[config.mk]
export PLATFORM = sky130hd
export DESIGN_NAME = proximity_filter
export DESIGN_NICKNAME = d
export VERILOG_FILES = /design/src/rtl/proximity_filter.sv
export SDC_FILE = /design/constraint.sdc
export NUM_CORES = 1
export LEC_CHECK = 0
export CORE_UTILIZATION = 62
export DETAILED_ROUTE_END_ITERATION = 8
export GPL_TIMING_DRIVEN = 0
export PLACE_DENSITY = 0.83
export SLEW_MARGIN = 20
export SYNTH_ARGS = -nofsm -noshare
export SYNTH_HDL_FRONTEND = slang
export SYNTH_SLANG_ARGS = --single-unit
[constraint.sdc]
create_clock -name clk -period 7.32 [get_ports clk]
set_input_delay 2.196 -clock clk [delete_from_list [all_inputs] [get_ports clk]]
set_output_delay 2.196 -clock clk [all_outputs]
set_load 0.05 [all_outputs]
[src/rtl/proximity_filter.sv]
// Moving-average distance filter with a debounced, hysteretic "object near" flag.
// Zero-distance samples are sensor timeouts and never enter the averaging window.
module proximity_filter #(
  parameter int WIDTH      = 8,
  parameter int DEPTH_LOG2 = 2,
  parameter int NEAR_CM    = 20,
  parameter int FAR_CM     = 30,
  parameter int HOLD       = 3
) (
  input  logic             clk,
  input  logic             rst,
  input  logic [WIDTH-1:0] distance_in,
  input  logic             distance_valid,
  output logic [WIDTH-1:0] avg_distance,
  output logic             avg_valid,
  output logic             object_near,
  output logic             near_change
);

  localparam int DEPTH = 1 << DEPTH_LOG2;
  localparam int SUM_W = WIDTH + DEPTH_LOG2;
  localparam int CNT_W = $clog2(HOLD + 1);

  localparam logic [DEPTH_LOG2:0] DEPTH_C = DEPTH_LOG2'(1) << DEPTH_LOG2;
  localparam logic [WIDTH-1:0]    NEAR_C  = WIDTH'(NEAR_CM);
  localparam logic [WIDTH-1:0]    FAR_C   = WIDTH'(FAR_CM);
  localparam logic [CNT_W-1:0]    HOLD_C  = CNT_W'(HOLD);

  typedef enum logic {ST_FAR, ST_NEAR} state_t;

  // Strobe semantics: distance_valid and avg_valid are single-cycle strobes with
  // no back-pressure; every strobe is consumed on the clk edge where it is high.
  logic [WIDTH-1:0]      buf_mem [DEPTH];
  logic [DEPTH_LOG2-1:0] wr_ptr;
  logic [SUM_W-1:0]      sum;
  logic [SUM_W-1:0]      sum_next;
  logic [DEPTH_LOG2:0]   fill;
  logic                  accept;
  logic                  window_full_next;

  state_t                state;
  logic [CNT_W-1:0]      cnt;
  logic [CNT_W-1:0]      cnt_inc;

  assign accept           = distance_valid && (distance_in != '0);
  assign window_full_next = (fill >= (DEPTH_C - 1'b1));
  assign cnt_inc          = cnt + 1'b1;

  // The slot being overwritten is still zero while the window fills, so the
  // same update works before and after the buffer wraps.
  always_comb begin
    sum_next = sum - {{DEPTH_LOG2{1'b0}}, buf_mem[wr_ptr]}
                   + {{DEPTH_LOG2{1'b0}}, distance_in};
  end

  always_ff @(posedge clk) begin
    if (rst) begin
      for (int i = 0; i < DEPTH; i++) buf_mem[i] <= '0;
      wr_ptr       <= '0;
      sum          <= '0;
      fill         <= '0;
      avg_distance <= '0;
      avg_valid    <= 1'b0;
    end else begin
      avg_valid <= 1'b0;
      if (accept) begin
        buf_mem[wr_ptr] <= distance_in;
        wr_ptr          <= wr_ptr + 1'b1;
        sum             <= sum_next;
        if (fill != DEPTH_C) fill <= fill + 1'b1;
        if (window_full_next) begin
          avg_distance <= sum_next[SUM_W-1:DEPTH_LOG2];
          avg_valid    <= 1'b1;
        end
      end
    end
  end

  // Hysteresis: the thresholds are strict, and a state change needs HOLD
  // consecutive qualifying averages; any non-qualifying average restarts the count.
  always_ff @(posedge clk) begin
    if (rst) begin
      state       <= ST_FAR;
      cnt         <= '0;
      object_near <= 1'b0;
      near_change <= 1'b0;
    end else begin
      near_change <= 1'b0;
      if (avg_valid) begin
        case (state)
          ST_FAR: begin
            if (avg_distance < NEAR_C) begin
              if (cnt_inc == HOLD_C) begin
                state       <= ST_NEAR;
                cnt         <= '0;
                object_near <= 1'b1;
                near_change <= 1'b1;
              end else begin
                cnt <= cnt_inc;
              end
            end else begin
              cnt <= '0;
            end
          end
          ST_NEAR: begin
            if (avg_distance > FAR_C) begin
              if (cnt_inc == HOLD_C) begin
                state       <= ST_FAR;
                cnt         <= '0;
                object_near <= 1'b0;
                near_change <= 1'b1;
              end else begin
                cnt <= cnt_inc;
              end
            end else begin
              cnt <= '0;
            end
          end
          default: begin
            state <= ST_FAR;
            cnt   <= '0;
          end
        endcase
      end
    end
  end

endmodule

# After elaboration in Yosys (flattened, before gate mapping)
# Memories as Yosys holds them, arrays and structs flattened. A register that Yosys moved wholly into a read port is not among the register bits.
# Index checks and enable logic that the tools add are counted.
# Widths: inputs -> output; s select.
[totals] reg_bits=29 ram_bits=32 in_bits=11 output_inout_bits=11 n_memories=1
[memory_table] memory="buf_mem" depth=4 width=8 read_ports=1 rd_clocked_by_memory_dff=1 wr=4 line="33" text="logic [WIDTH-1:0] buf_mem [DEPTH];"
[op_classes] n_addsub=5 magnitude_cmp=3 eq_ne=6 muxes=27 n_bitwise=3 reduce_logical=8
[ops] cell="$mux 1" n=16
[ops] cell="$mux 2" n=6
[ops] cell="$add 10x8->10" n=1
[ops] cell="$sub 10x8->10" n=1
[ops] cell="$gt 8x5->1 const B" n=1
[ops] cell="$lt 8x5->1 const B" n=1
[ops] cell="$mux 8" n=1
[ops] cell="$reduce_bool 8->1" n=1
[ops] cell="$reduce_or 8->1" n=1
[ops] cell="$pmux 1 s2" n=3
[ops] cell="$reduce_and 5->1" n=1
[ops] cell="$add 2x1->2 const B" n=2
[ops] cell="$ne 2x1->1 const B" n=2
[ops] cell="$ne 2x2->1 const B" n=2
[ops] cell="$pmux 2 s2" n=1
[ops] cell="$reduce_and 2->1" n=2
[ops] cell="$reduce_or 2->1" n=2
[ops] cell="$add 3x1->3 const B" n=1
[ops] cell="$ge 3x2->1 const B" n=1
[ops] cell="$ne 3x3->1 const B" n=1
[ops] cell="$not 1->1" n=3
[ops] cell="$eq 2x2->1 const B" n=1
[ops] cell="$logic_and 1x1->1" n=1

# Depth between registers and ports, before layout
[logic_depth] depth_word=7 ltp_mapped=12

# Least setup slack after synthesis
# Ideal clock, no wire load.
[synth_path] path_type="input -> register" startpoint="in distance_in[6]" endpoint="reg avg_distance[7]" setup_ps=91 arrival_time_ps=4334 required_time_ps=7229 path_slack_ps=2895 cell_stages=10 n_path_buf=1 cell_sequence="inv_1 > fa_1 > inv_1 > ha_1 > buf_6 > a21o_4 > a21oi_2 > o311ai_0 > or4_1 > a311oi_1"
[synth_between] elab_chain_len=3
[synth_lines] item="start, declared" line="12" text="input logic [WIDTH-1:0] distance_in,"
[synth_lines] item="branches (longest 3 deep; another with $add 10x8->10)"
[synth_lines] item="end signal, assigned" line="72" text="avg_distance <= sum_next[SUM_W-1:DEPTH_LOG2];"
[synth_lines] item="end, declared" line="14" text="output logic [WIDTH-1:0] avg_distance,"
# Parallel ways; which one is timed is not known.
# A chain may end at the register's enable or synchronous reset.

# Worst setup path after layout
[layout_path] startpoint="in distance_in[1]" endpoint="reg avg_distance[7]"
# The elaborated chain is that of the path after synthesis.

==> impl_metrics.csv <==
group,metric,value,unit
layout,stdcell_count,431,
layout,n_fill_cell,379,
logic_synthesis,yosysSeqAreaShare,0.462,
sta,clock_skew,0.0127,ns
setup_path,required,7.57,ns
status,status,"finished, final reports clean",
routing,first_pass_iters,5,
place,dp_cells,415,
logic_synthesis,synth_adder_area_share,0.0944,
cts,root_buffer,"clkbuf_8",
power,vdd_drop_max,0.000247,V
global_routing,grt_max_degree,12,
logic_synthesis,synthTopCellsByCount,"inv_1 (37), and2_1 (34), edfxtp_1 (32)",
cts,clkSlewWorstSetupHoldPaths,0.08,ns
setup_path,cp_max_fo,6,
sta,rsz0062_at_grt,"false",
logic_synthesis,syn_inst,325,
run,max_cap_viol_count,0,
logic_synthesis,synth-compound-area-share,0.112,
floorplanning,die_h,76.3,µm
setup_path,crit_chain,"clkdlybuf4s50_1 -> inv_1 -> fa_1 -> inv_1 -> ha_1 -> a21o_1 -> nand4_1 -> a2111oi_1 -> o31ai_1 -> a311oi_1",
setup_path,cpMostUsedCell,"inv_1",
floorplanning,core_area,0.00520,mm²
routing,vias,2528,
logic_synthesis,synth_top_area_share,0.281,
logic_synthesis,synth_area,0.00342,mm²
global_routing,antenna_found_initial,0,
sta,final-setup-viol-count,0,
cts,clk_latency,0.35,ns
place,gp_congestion,0.803,
sta,whs,0.456,ns
logic_synthesis,synth-async-reset-ratio,0,
sta,fmaxAchievable,202,MHz
logic_synthesis,synth_area_per_cell,10.5,µm²
cts,cts_setup_buffers,0,
floorplanning,rows,26,
cts,cts_buffer_depth,2,
place,placed_cell_area,0.00373,mm²
cts,cts_buffers,9,
routing,drc,0,
logic_synthesis,synth_edf_count,32,
setup_path,crit_type,"input port to flip-flop",
logic_synthesis,synth_xor_area_frac,0.0128,
power,p_leak,1.51,nW
setup_path,crit_path_start_kind,"input port",
logic_synthesis,synth_top_family_by_area,"simple AND/OR/NAND/NOR gates",
cts,cts_hold_buffers,0,
logic_synthesis,yosys_warnings,0,
logic_synthesis,netlist.top_cell.by_area,"edfxtp_1",
logic_synthesis,synth_most_common_cell,"inv_1",
floorplanning,io_pins,22,
floorplanning,die_w,76.3,µm
layout,utilization,0.751,
sta,min_period,4.96,ns
global_routing,grt.total_usage,0.274,
sta,relSlewSlack,0.414,
global_routing,first_global_vias,2551,
cts,clock_sinks,63,
sta,finalSetupTns,0,ns
sta,timing.final.crit_share,0.677,
setup_path,critPathMaxStageDelay,0.63,ns
logic_synthesis,syn_nets,357,
worst_hold_path,holdCritPathClass,"flip-flop to flip-flop",
routing,viasPerCell,5.87,
sta,worst_pin_slew,0.877,ns
cts,h-tree-depth,3,
layout,diodes,0,
logic_synthesis,ys_seq_elements,63,
sta,finalHoldViolations,0,
layout,drive_gt1_frac,0.111,
layout,fin_area,0.00391,mm²
routing,routedWlPerCell,16.7,µm
setup_path,crit_path_end_kind,"flip-flop",
global_routing,grt_pass1_wl,12.2,mm
setup_path,crit_arrival,5.21,ns
cts,cts_tree,"done",
logic_synthesis,synth.distinct_cells,52,
logic_synthesis,yosys.area_share.simple,0.196,
place,io_buffers,20,
place,dp_hpwl,5.10,mm
logic_synthesis,ys_top_cells_by_area,"edfxtp_1 (28%), dfxtp_1 (18%), and2_1 (6.2%), mux4_2 (5.3%), ha_1 (4.8%)",
routing,drt_wl_total,7.21,mm
setup_path,slowest_stage,"a2111oi_1",
sta,slew_viol_final,0,
routing,first_iter_violations,252,
power,p_per_area,317,mW/mm²
logic_synthesis,synthMuxAreaShare,0.0593,
floorplanning,initial_utilization,0.657,
routing,drtAntennaViolNets,0,
layout,area_growth,14.3,%
logic_synthesis,ys.flop_type,"edfxtp_1",
global_routing,gr-total-overflow,0,
cts,post_cts_resized,0,
layout,final_nets,388,
floorplanning,dieArea,0.00582,mm²
==> critical path: cells and delay by family <==
family / cells / cell delay, ns
AO/OA/AOI/OAI: 4 / 1.20
adder cells (fa/ha/maj): 2 / 0.88
buffers and inverters: 3 / 0.73
AND/OR/NAND/NOR: 1 / 0.19
==> layout make-up <==
class	instances	area, µm²	share of cell area
well taps	70	87.6	0.0224
inverters	37	139	0.0355
repair buffers	20	200	0.0512
multi-input cells	212	1640	0.420
flip-flops and latches	63	1580	0.404
clock inverters	5	51.3	0.0131
clock buffers	11	131	0.0336
plain buffers	13	78.8	0.0202
==> state kept, by name, indices dropped and copies added, names as in the netlist, named ones only <==
signal	flops
near_change	1
buf_mem	32
wr_ptr	2
object_near	1
state	1
avg_valid	1
cnt	2
fill	3
sum	10
avg_distance	8
==> worst paths after layout <==
path	startpoint	to	slack (ns)	cells past startpoint
worst max-delay path	distance_in[1]	avg_distance[7]	2.36	10
worst min register to register	sum[0]	sum[0]	0.46	2
worst min-delay path	sum[0]	sum[0]	0.46	2
worst max register to register	flip-flop	avg_distance[7]	3.48	10
==> metal layers <==
layer,up-vias,GRT usage,wire length (µm)
met5,-,0,0
met4,0,0.133,119
met3,15,0.0467,447
met2,87,0.440,3450
met1,1223,0.362,3190
li1,1203,-,-
==> report_power, final <==
| part | total (mW) | switching, mW | internal (mW) | leakage, nW |
|---|---|---|---|---|
| combinational | 0.519 | 0.306 | 0.213 | 0.831 |
| sequential | 0.433 | 0.0203 | 0.413 | 0.586 |
| clock | 0.286 | 0.131 | 0.155 | 0.0907 |
| total | 1.24 | 0.457 | 0.781 | 1.51 |
==> per-stage QoR <==
step           setup slack (ns)  total power, mW
6_report                   2.36             1.24
5_1_grt                    2.19             1.32
4_1_cts                    2.37             1.23
3_5_place_dp               2.04            0.947
3_3_place_gp               2.06            0.926
2_1_floorplan              2.89            0.831
==> cells by family (layout without fill, tap and decap cells) <==
kind of cell    Yosys count  count (layout)
simple gates            119             119
flops                    63              63
compound gates           57              57
buf+inv                  50              86
fa+ha+maj                21              21
mux                      10              10
xor+xnor                  5               5
==> placed cells by master, fill, tap and decap left out, drive strengths merged, types with 3 or more instances in the layout <==
master and count:
buf 7, clkbuf 17, nand3b 4, a21o 5, clkdlybuf4s50 20, edfxtp 32
o41ai 4, o21ai 8, nand2 21, ha 13, fa 8, nand2b 3
nand3 9, nor3 5, mux4 8, o21a 5, or3 7, clkinv 3
or4 3, xnor2 4, and2 34, nor2b 4, inv 37, dfxtp 31
nor2 16, a21oi 22
(Power assumes the default switching activity.)
